==> config.mk <==
export PLATFORM = sky130hd
export DESIGN_NAME = uart_fifo_periph
export DESIGN_NICKNAME = d
export VERILOG_FILES = /design/src/rtl/uart_fifo_periph.sv
export SDC_FILE = /design/constraint.sdc
export NUM_CORES = 1
export LEC_CHECK = 0
export BUFFER_PORTS_ARGS = -buffer_cell sky130_fd_sc_hd__buf_2
export CORE_UTILIZATION = 55
export DETAILED_ROUTE_END_ITERATION = 16
export HOLD_SLACK_MARGIN = 0.08
export PLACE_DENSITY = 0.81
export SLEW_MARGIN = 20
export SYNTH_ARGS = -nofsm -noshare
export SYNTH_HDL_FRONTEND = slang
export SYNTH_HIERARCHICAL = 1
export SYNTH_SLANG_ARGS = --single-unit
==> constraint.sdc <==
create_clock -name clk -period 3.2 [get_ports clk]
set_input_delay 0.32 -clock clk [delete_from_list [all_inputs] [get_ports clk]]
set_output_delay 0.32 -clock clk [all_outputs]
set_load 0.05 [all_outputs]
==> src/rtl/uart_fifo_periph.sv <==
// rtl/uart_fifo_periph.sv - memory-mapped UART with TX/RX FIFOs, status/control registers and interrupt
//
// Purpose: CPU-facing UART peripheral. A byte FIFO on each direction decouples
// software from the serial timing; a small TX FSM feeds the core one byte at a time.
// Ports (uart_fifo_periph):
//   clk, reset_i          system clock, asynchronous active-high reset
//   sel_i, we_i, addr_i   one register access per sel_i cycle; addr_i[3:2] picks the register
//   data_in_i/data_out_o  write data / combinational read data (0 when sel_i low)
//   irq_o                 registered level interrupt
//   rx_i, tx_o            serial line in / out (N-8-1, idle high)
// Register map: 0x0 DATA, 0x4 STATUS, 0x8 CTRL, 0xC reserved (reads 0).

module uart_fifo_periph_fifo #(
  parameter int DEPTH = 16
) (
  input  logic                    clk,
  input  logic                    rst,
  input  logic                    i_push,
  input  logic                    i_pop,
  input  logic [7:0]              i_data,
  output logic [7:0]              o_head,
  output logic [$clog2(DEPTH):0]  o_count,
  output logic                    o_full,
  output logic                    o_overflow
);
  localparam int AW = $clog2(DEPTH);
  localparam int CW = AW + 1;

  logic [7:0]    r_mem [DEPTH];
  logic [AW-1:0] r_wr_ptr;
  logic [AW-1:0] r_rd_ptr;
  logic [CW-1:0] r_count;
  logic          w_push;
  logic          w_pop;

  // A pop on an empty FIFO is ignored; a push into a full FIFO is still
  // accepted when a pop frees the slot in the same cycle.
  assign w_pop      = i_pop && (r_count != '0);
  assign o_full     = (r_count == CW'(DEPTH));
  assign w_push     = i_push && (!o_full || w_pop);
  assign o_overflow = i_push && !w_push;
  assign o_head     = r_mem[r_rd_ptr];
  assign o_count    = r_count;

  always_ff @(posedge clk or posedge rst) begin
    if (rst) begin
      r_wr_ptr <= '0;
      r_rd_ptr <= '0;
      r_count  <= '0;
    end else begin
      if (w_push) r_wr_ptr <= r_wr_ptr + 1'b1;
      if (w_pop)  r_rd_ptr <= r_rd_ptr + 1'b1;
      if (w_push && !w_pop)      r_count <= r_count + 1'b1;
      else if (w_pop && !w_push) r_count <= r_count - 1'b1;
    end
  end

  always_ff @(posedge clk) begin
    if (w_push) r_mem[r_wr_ptr] <= i_data;
  end
endmodule

module uart_fifo_periph_core #(
  parameter int DIV = 104
) (
  input  logic       clk,
  input  logic       rst,
  input  logic       i_wr,
  input  logic [7:0] i_tx_data,
  output logic       o_busy,
  output logic       o_tx,
  input  logic       i_rx,
  input  logic       i_rd,
  output logic [7:0] o_rx_data,
  output logic       o_valid
);
  localparam int CW = 16;

  logic [CW-1:0] r_tx_clk;
  logic [3:0]    r_tx_bit;
  logic [9:0]    r_tx_shift;
  logic          r_tx_busy;
  logic [1:0]    r_rx_sync;
  logic          r_rx_busy;
  logic [CW-1:0] r_rx_clk;
  logic [3:0]    r_rx_bit;
  logic [7:0]    r_rx_shift;
  logic [7:0]    r_rx_data;
  logic          r_valid;
  logic          w_rx;

  assign o_busy    = r_tx_busy;
  assign o_tx      = r_tx_busy ? r_tx_shift[0] : 1'b1;
  assign w_rx      = r_rx_sync[1];
  assign o_rx_data = r_rx_data;
  assign o_valid   = r_valid;

  // Transmitter: shift {stop, data, start} out LSB first, one bit per DIV clocks.
  always_ff @(posedge clk or posedge rst) begin
    if (rst) begin
      r_tx_busy  <= 1'b0;
      r_tx_shift <= '1;
      r_tx_clk   <= '0;
      r_tx_bit   <= '0;
    end else if (!r_tx_busy) begin
      if (i_wr) begin
        r_tx_busy  <= 1'b1;
        r_tx_shift <= {1'b1, i_tx_data, 1'b0};
        r_tx_clk   <= '0;
        r_tx_bit   <= '0;
      end
    end else if (r_tx_clk == CW'(DIV - 1)) begin
      r_tx_clk   <= '0;
      r_tx_shift <= {1'b1, r_tx_shift[9:1]};
      r_tx_bit   <= r_tx_bit + 1'b1;
      if (r_tx_bit == 4'd9) r_tx_busy <= 1'b0;
    end else begin
      r_tx_clk <= r_tx_clk + 1'b1;
    end
  end

  // Receiver: first wait half a bit to land mid start bit, then sample every DIV.
  always_ff @(posedge clk or posedge rst) begin
    if (rst) begin
      r_rx_sync  <= 2'b11;
      r_rx_busy  <= 1'b0;
      r_rx_clk   <= '0;
      r_rx_bit   <= '0;
      r_rx_shift <= '0;
      r_rx_data  <= '0;
      r_valid    <= 1'b0;
    end else begin
      r_rx_sync <= {r_rx_sync[0], i_rx};
      if (i_rd) r_valid <= 1'b0;
      if (!r_rx_busy) begin
        if (!w_rx) begin
          r_rx_busy <= 1'b1;
          r_rx_clk  <= '0;
          r_rx_bit  <= '0;
        end
      end else if (r_rx_clk == ((r_rx_bit == 4'd0) ? CW'(DIV / 2 - 1) : CW'(DIV - 1))) begin
        r_rx_clk <= '0;
        r_rx_bit <= r_rx_bit + 1'b1;
        if (r_rx_bit == 4'd0) begin
          if (w_rx) r_rx_busy <= 1'b0;   // start bit vanished: treat as a glitch
        end else if (r_rx_bit == 4'd9) begin
          r_rx_busy <= 1'b0;
          if (w_rx) begin                // framing error drops the byte
            r_valid   <= 1'b1;
            r_rx_data <= r_rx_shift;
          end
        end else begin
          r_rx_shift <= {w_rx, r_rx_shift[7:1]};
        end
      end else begin
        r_rx_clk <= r_rx_clk + 1'b1;
      end
    end
  end
endmodule

module uart_fifo_periph #(
  parameter int FREQ_HZ  = 12000000,
  parameter int BAUDS    = 115200,
  parameter int TX_DEPTH = 16,
  parameter int RX_DEPTH = 16
) (
  input  logic        clk,
  input  logic        reset_i,
  input  logic        sel_i,
  input  logic        we_i,
  input  logic [3:0]  addr_i,
  input  logic [31:0] data_in_i,
  output logic [31:0] data_out_o,
  output logic        irq_o,
  input  logic        rx_i,
  output logic        tx_o
);
  typedef enum logic [1:0] {S_IDLE, S_LOAD, S_WAIT_BUSY, S_WAIT_DONE} tx_state_t;

  tx_state_t                   r_state;
  tx_state_t                   w_state_next;
  logic [1:0]                  r_ctrl;
  logic                        r_tx_drop;
  logic                        r_rx_overrun;
  logic                        r_rx_rd;
  logic                        r_irq;
  logic                        w_wr, w_rd, w_data_sel, w_stat_sel, w_ctrl_sel;
  logic                        w_tx_push, w_tx_pop, w_tx_full, w_tx_ovf, w_tx_empty;
  logic                        w_rx_push, w_rx_pop, w_rx_full, w_rx_ovf, w_rx_valid;
  logic [7:0]                  w_tx_head, w_rx_head, w_core_rx_data;
  logic [$clog2(TX_DEPTH):0]   w_tx_count;
  logic [$clog2(RX_DEPTH):0]   w_rx_count;
  logic                        w_core_busy, w_core_valid;
  logic                        w_unused;

  assign w_wr       = sel_i & we_i;
  assign w_rd       = sel_i & ~we_i;
  assign w_data_sel = (addr_i[3:2] == 2'd0);
  assign w_stat_sel = (addr_i[3:2] == 2'd1);
  assign w_ctrl_sel = (addr_i[3:2] == 2'd2);
  assign w_unused   = &{1'b0, addr_i[1:0], data_in_i[31:8], w_rx_full};

  assign w_tx_push  = w_wr & w_data_sel;
  assign w_tx_pop   = (r_state == S_LOAD);
  assign w_tx_empty = (w_tx_count == '0);
  // Skip the cycle right after rd_i: the core's valid_o is still high then.
  assign w_rx_push  = w_core_valid & ~r_rx_rd;
  assign w_rx_pop   = w_rd & w_data_sel;
  assign w_rx_valid = (w_rx_count != '0);
  assign irq_o      = r_irq;

  uart_fifo_periph_fifo #(.DEPTH(TX_DEPTH)) u_tx_fifo (
    .clk(clk), .rst(reset_i), .i_push(w_tx_push), .i_pop(w_tx_pop), .i_data(data_in_i[7:0]),
    .o_head(w_tx_head), .o_count(w_tx_count), .o_full(w_tx_full), .o_overflow(w_tx_ovf)
  );

  uart_fifo_periph_fifo #(.DEPTH(RX_DEPTH)) u_rx_fifo (
    .clk(clk), .rst(reset_i), .i_push(w_rx_push), .i_pop(w_rx_pop), .i_data(w_core_rx_data),
    .o_head(w_rx_head), .o_count(w_rx_count), .o_full(w_rx_full), .o_overflow(w_rx_ovf)
  );

  uart_fifo_periph_core #(.DIV(FREQ_HZ / BAUDS)) u_core (
    .clk(clk), .rst(reset_i), .i_wr(w_tx_pop), .i_tx_data(w_tx_head), .o_busy(w_core_busy),
    .o_tx(tx_o), .i_rx(rx_i), .i_rd(r_rx_rd), .o_rx_data(w_core_rx_data), .o_valid(w_core_valid)
  );

  always_comb begin
    w_state_next = r_state;
    case (r_state)
      S_IDLE:      if (!w_tx_empty && !w_core_busy) w_state_next = S_LOAD;
      S_LOAD:      w_state_next = S_WAIT_BUSY;
      S_WAIT_BUSY: if (w_core_busy) w_state_next = S_WAIT_DONE;
      S_WAIT_DONE: if (!w_core_busy) w_state_next = S_IDLE;
      default:     w_state_next = S_IDLE;
    endcase
  end

  always_ff @(posedge clk or posedge reset_i) begin
    if (reset_i) begin
      r_state      <= S_IDLE;
      r_ctrl       <= '0;
      r_tx_drop    <= 1'b0;
      r_rx_overrun <= 1'b0;
      r_rx_rd      <= 1'b0;
      r_irq        <= 1'b0;
    end else begin
      r_state <= w_state_next;
      r_rx_rd <= w_core_valid & ~r_rx_rd;
      if (w_wr && w_ctrl_sel) r_ctrl <= data_in_i[1:0];
      // A new error event in the clearing cycle keeps the flag set.
      r_tx_drop    <= w_tx_ovf | (r_tx_drop & ~(w_wr & w_stat_sel & data_in_i[4]));
      r_rx_overrun <= w_rx_ovf | (r_rx_overrun & ~(w_wr & w_stat_sel & data_in_i[3]));
      r_irq        <= (r_ctrl[0] & w_rx_valid) | (r_ctrl[1] & w_tx_empty & (r_state == S_IDLE));
    end
  end

  always_comb begin
    data_out_o = '0;
    if (sel_i) begin
      case (addr_i[3:2])
        2'd0:    data_out_o = {24'd0, (w_rx_valid ? w_rx_head : 8'd0)};
        2'd1:    data_out_o = {8'd0, 8'(w_rx_count), 8'(w_tx_count), 3'd0, r_tx_drop,
                               r_rx_overrun, w_tx_empty, w_rx_valid, w_tx_full};
        2'd2:    data_out_o = {30'd0, r_ctrl};
        default: data_out_o = '0;
      endcase
    end
  end
endmodule

# Yosys cells after proc, flatten, opt, wreduce, memory -nomap -nowiden
# Memory sizes are Yosys's and may differ from the RTL's.
# Cells that the tools add are included.
dict set report totals {
  mem_count 2
  ramBits 256
  reg_bits 105
  input_bits 41
}
# name depth width rd rd_clocked_by_memory_dff wr line_no
set mem_list {}
lappend mem_list {u_rx_fifo.r_mem 16 8 1 0 1 29} ;# logic [7:0] r_mem [DEPTH];
lappend mem_list {u_tx_fifo.r_mem 16 8 1 0 1 29}
dict set report op_classes {
  reduce_logical 36
  mux 47
  n_eq_ne 17
  addsub 12
  bitwise 22
}
# op n
set ops {}
lappend ops {{$mux 16} 6}
lappend ops {{$pmux 21 s3} 1}
lappend ops {{$add 16x1->16 const B} 2}
lappend ops {{$mux 10} 3}
lappend ops {{$add 4x1->4 const B} 6}
lappend ops {{$mux 4} 6}
lappend ops {{$mux 21} 1}
lappend ops {{$mux 1} 20}
lappend ops {{$mux 5} 4}
lappend ops {{$eq 16x16->1} 1}
lappend ops {{$eq 16x7->1 const B} 1}
lappend ops {{$and 1x1->1} 13}
lappend ops {{$logic_and 1x1->1} 12}
lappend ops {{$add 5x1->5 const B} 2}
lappend ops {{$eq 5x5->1 const B} 2}
lappend ops {{$ne 2x2->1 const B} 5}
lappend ops {{$reduce_bool 5->1} 2}
lappend ops {{$sub 5x1->5 const B} 2}
lappend ops {{$eq 4x4->1 const B} 2}
lappend ops {{$logic_not 1->1} 8}
lappend ops {{$mux 8} 1}
lappend ops {{$pmux 2 s4} 1}
lappend ops {{$mux 7} 1}
lappend ops {{$eq 2x2->1 const B} 3}
lappend ops {{other kinds (14)} 29}

# Depth between registers and ports, before layout
dict set report logic_depth {
  depth_word 10
  depth_mapped 12
  ltp_nobuf 11
}

# Modules after synthesis
# Netlist, hierarchy kept.
# module area_per_inst_um2 instances seq_area_each_um2 cells_per_inst
set by_module_without_submodules {}
lappend by_module_without_submodules {uart_fifo_periph_fifo 5819.3 2 4169.0 335}
lappend by_module_without_submodules {uart_fifo_periph_core 3739.8 1 1765.4 360}
lappend by_module_without_submodules {uart_fifo_periph 785.8 1 200.2 93}

# Worst setup path before layout
# No wires, ideal clock.
dict set report synth_path {
  path_kind {flip-flop to output port}
  startpoint {reg u_rx_fifo.r_rd_ptr[1]}
  endpoint {out data_out_o[1]}
  stages_incl_launch_ff 9
  slack_ns 0.293
  path_buffers 2
  t_arrival_ns 2.587
  cell_sequence {dfrtp_1 -> buf_2 -> and2_1 -> buf_4 -> a221oi_1 -> o21ai_0 -> nand2_1 -> o221ai_1 -> a21boi_0}
}
dict set report synth_between {
  elab_chain_len 4
}
# item line_no
set synth_rtl {}
lappend synth_rtl {{start: declaration} 31} ;# logic [AW-1:0] r_rd_ptr;
lappend synth_rtl {{start signal: assignment} 52} ;# if (w_pop) r_rd_ptr <= r_rd_ptr + 1'b1;
lappend synth_rtl {{$mem_v2 16x8} n/a}
lappend synth_rtl {{named net w_rx_head[1]} 191} ;# logic [7:0] w_tx_head, w_rx_head, w_core_rx_data;
lappend synth_rtl {{$mux 8} 262} ;# 2'd0: data_out_o = {24'd0, (w_rx_valid ? w_rx_head : 8'd0)};
lappend synth_rtl {{$pmux 21 s3} 261} ;# case (addr_i[3:2])
lappend synth_rtl {{$mux 21} 260} ;# if (sel_i) begin
lappend synth_rtl {{end: declaration} 174} ;# output logic [31:0] data_out_o,
# The timed path passes the listed nets, and every way through them passes these cells.

# Worst setup path in the final report
dict set report layout_path {
  startpoint {reg u_rx_fifo.r_rd_ptr[2]}
  endpoint {out data_out_o[0]}
}
# Same word-level chain as after synthesis.

==> flow_metrics.tcl <==
set metrics [dict create \
    nets 1260 \
    drv_cap 0 \
    end_kind "output port" \
    antenna_found_initial 0 \
    worst_skew_pair.late_latency_ps 520 \
    synthCells 1122 \
    cts_htree_levels 2 \
    slew_viol_final 0 \
    start_util 0.562 \
    ir_drop_mv 0.358 \
    die_w_um 173 \
    reg2reg_from "u_tx_fifo/o_count[0]" \
    core_area_um2 28800 \
    drt-wirelength-per-cell_um 21.3 \
    multi_input_area_um2 5330 \
    setup-violations-final 0 \
    hpwl_mm 21.7 \
    num_vias 9775 \
    rsz0062_at_grt "false" \
    worstRegToRegCells 10 \
    worstPathCellList "nor2b_2 -> buf_4 -> a221oi_1 -> o21ai_0 -> nand2_1 -> o211ai_1 -> a21boi_0 -> buf_2" \
    yosys_warnings 6 \
    path_class "register to output port" \
    firstDrtPassIters 5 \
    ant_nets 0 \
    fin_skew_ps 11.5 \
    status "completed" \
    io_buffers 34 \
    drive_gt1_frac 0.209 \
    synth_area_per_cell_um2 14.4 \
    worstSetupStartpoint "u_rx_fifo/r_rd_ptr[2]" \
    power.leakage_nw 7.34 \
    relSlewSlack 0.495 \
    die_h_um 173 \
    worstMarginPinSlew_ps 758 \
    fin_crit_ps 3090 \
    clk_pin_slew_worst_paths_ps 60 \
    layout_commonest_cell "edfxtp_1" \
    grt.overflow.total 0 \
    seq_area_um2 10300 \
    cts_buffers 37 \
    die-area_um2 30100 \
    ioPinCount 75 \
    cp.required_ps 2880 \
    crit_end "data_out_o[0]" \
    grt_usage 0.232 \
    grt_max_degree 55 \
    rrSetupSlack_ps 380 \
    first_global_vias 9676 \
    routed_wl_mm 34.0 \
    cpPeakStageDelay_ps 510 \
    setup_tns_ps 0 \
    grt_first_pass_wirelength_mm 54.2 \
    synth_area_um2 16200 \
    finalCritPeriodShare 0.965 \
    globalplace.congestion 0.907 \
    n_antenna_cell 0 \
    first_iter_violations 1115 \
    clockBufferDepth 3 \
    clock_sinks 360 \
    critPathSlowestCell "dfrtp_2" \
    startpoint_type "register" \
    area_delta_synth_final_pct 11.6 \
    p_per_area_nw_per_um2 606 \
    crit_fanout 12 \
    vias_per_cell 6.11 \
    hold_start "we_i" \
    hp-class "primary input to register" \
    final_cell_mix "edfxtp_1 (256), dfrtp_1 (90), nand2_1 (79)" \
    drcViolationCount 0 \
    rows 62 \
    cts_tree "built" \
    reg2reg_to "u_tx_fifo/o_count[4]" \
    hold_violations 0 \
    fmaxAchievable_ghz 0.324 \
    final_core_util 0.627 \
    n_fill_cell 1965 \
    crit_arrival_ps 2770 \
    clock-root-buffer "clkbuf_16" \
]
==> through the flow <==
stage          setup slack [ps]  cell area (um^2)  hold slack [ps]  total power, mW  instances
6_report                    112             18000              157             10.9       1600
5_1_grt                    2.34             18000              152             11.3       1600
4_1_cts                    19.8             18000              142             11.0       1600
3_5_place_dp                412             16800              347             6.77       1530
3_3_place_gp                454             16800              339             6.72       1530
2_1_floorplan               293             16200              136             6.48       1135
==> registers in the layout, indices dropped and copies added (netlist names), 2 cells and up <==
name,count
u_core/o_rx_data,8
u_tx_fifo/r_rd_ptr,4
u_tx_fifo/o_count,5
u_core/r_rx_shift,8
u_tx_fifo/r_mem,128
u_core/r_rx_clk,16
u_rx_fifo/o_count,5
u_core/r_tx_clk,16
u_rx_fifo/r_mem,128
r_state,2
u_rx_fifo/r_rd_ptr,4
u_core/r_tx_shift,9
u_rx_fifo/r_wr_ptr,4
u_tx_fifo/r_wr_ptr,4
u_core/r_rx_sync,2
u_core/r_rx_bit,4
r_ctrl,2
u_core/r_tx_bit,4
==> critical path, delay by kind of cell, from the launching register on <==
kind / cells / cell delay, ps
AOI/OAI and AO/OA: 4 / 830
DFF: 1 / 510
buffers and inverters: 2 / 510
and+or+nand+nor: 2 / 400
==> worst min path at each step <==
stage	endpoint	cells after the start
3_3_place_gp	r_rx_overrun	2
3_5_place_dp	u_core/r_rx_sync[1]	0
2_1_floorplan	irq_o	1
6_report	r_tx_drop	3
5_1_grt	r_rx_overrun	3
4_1_cts	r_tx_drop	3
==> metal layers <==
layer  part of all wire  GRT usage  vias to the layer above  routed length, um
met1               0.42      0.323                     4933              14200
met2               0.49      0.384                      413              16700
li1                   -          -                     4371                  -
met5                  0          0                        -                  0
met4              0.019     0.0586                        0                640
met3              0.073     0.0373                       58               2480
==> power by group <==
| group | total [mW] | switching [mW] | internal (mW) |
|---|---|---|---|
| sequential | 5.34 | 0.226 | 5.12 |
| clock | 4.22 | 1.73 | 2.50 |
| combinational | 1.36 | 0.809 | 0.551 |
| total | 10.9 | 2.76 | 8.16 |
==> final cells by class <==
cell class,count,area share
clock buffers,53,0.0593
clock inverters,15,0.00742
inverters,35,0.00729
multi-input cells,671,0.296
flip-flops and latches,360,0.572
well taps,384,0.0266
repair buffers,82,0.0319
==> repair_timing <==
item,CTS,global route
endpoints found under the setup margin,2,4
hold buffers,2,0
buffers inserted,0,0
endpoints found under the hold margin,51,0
resized for setup,2,3
Power figures use the tool's default switching activity.
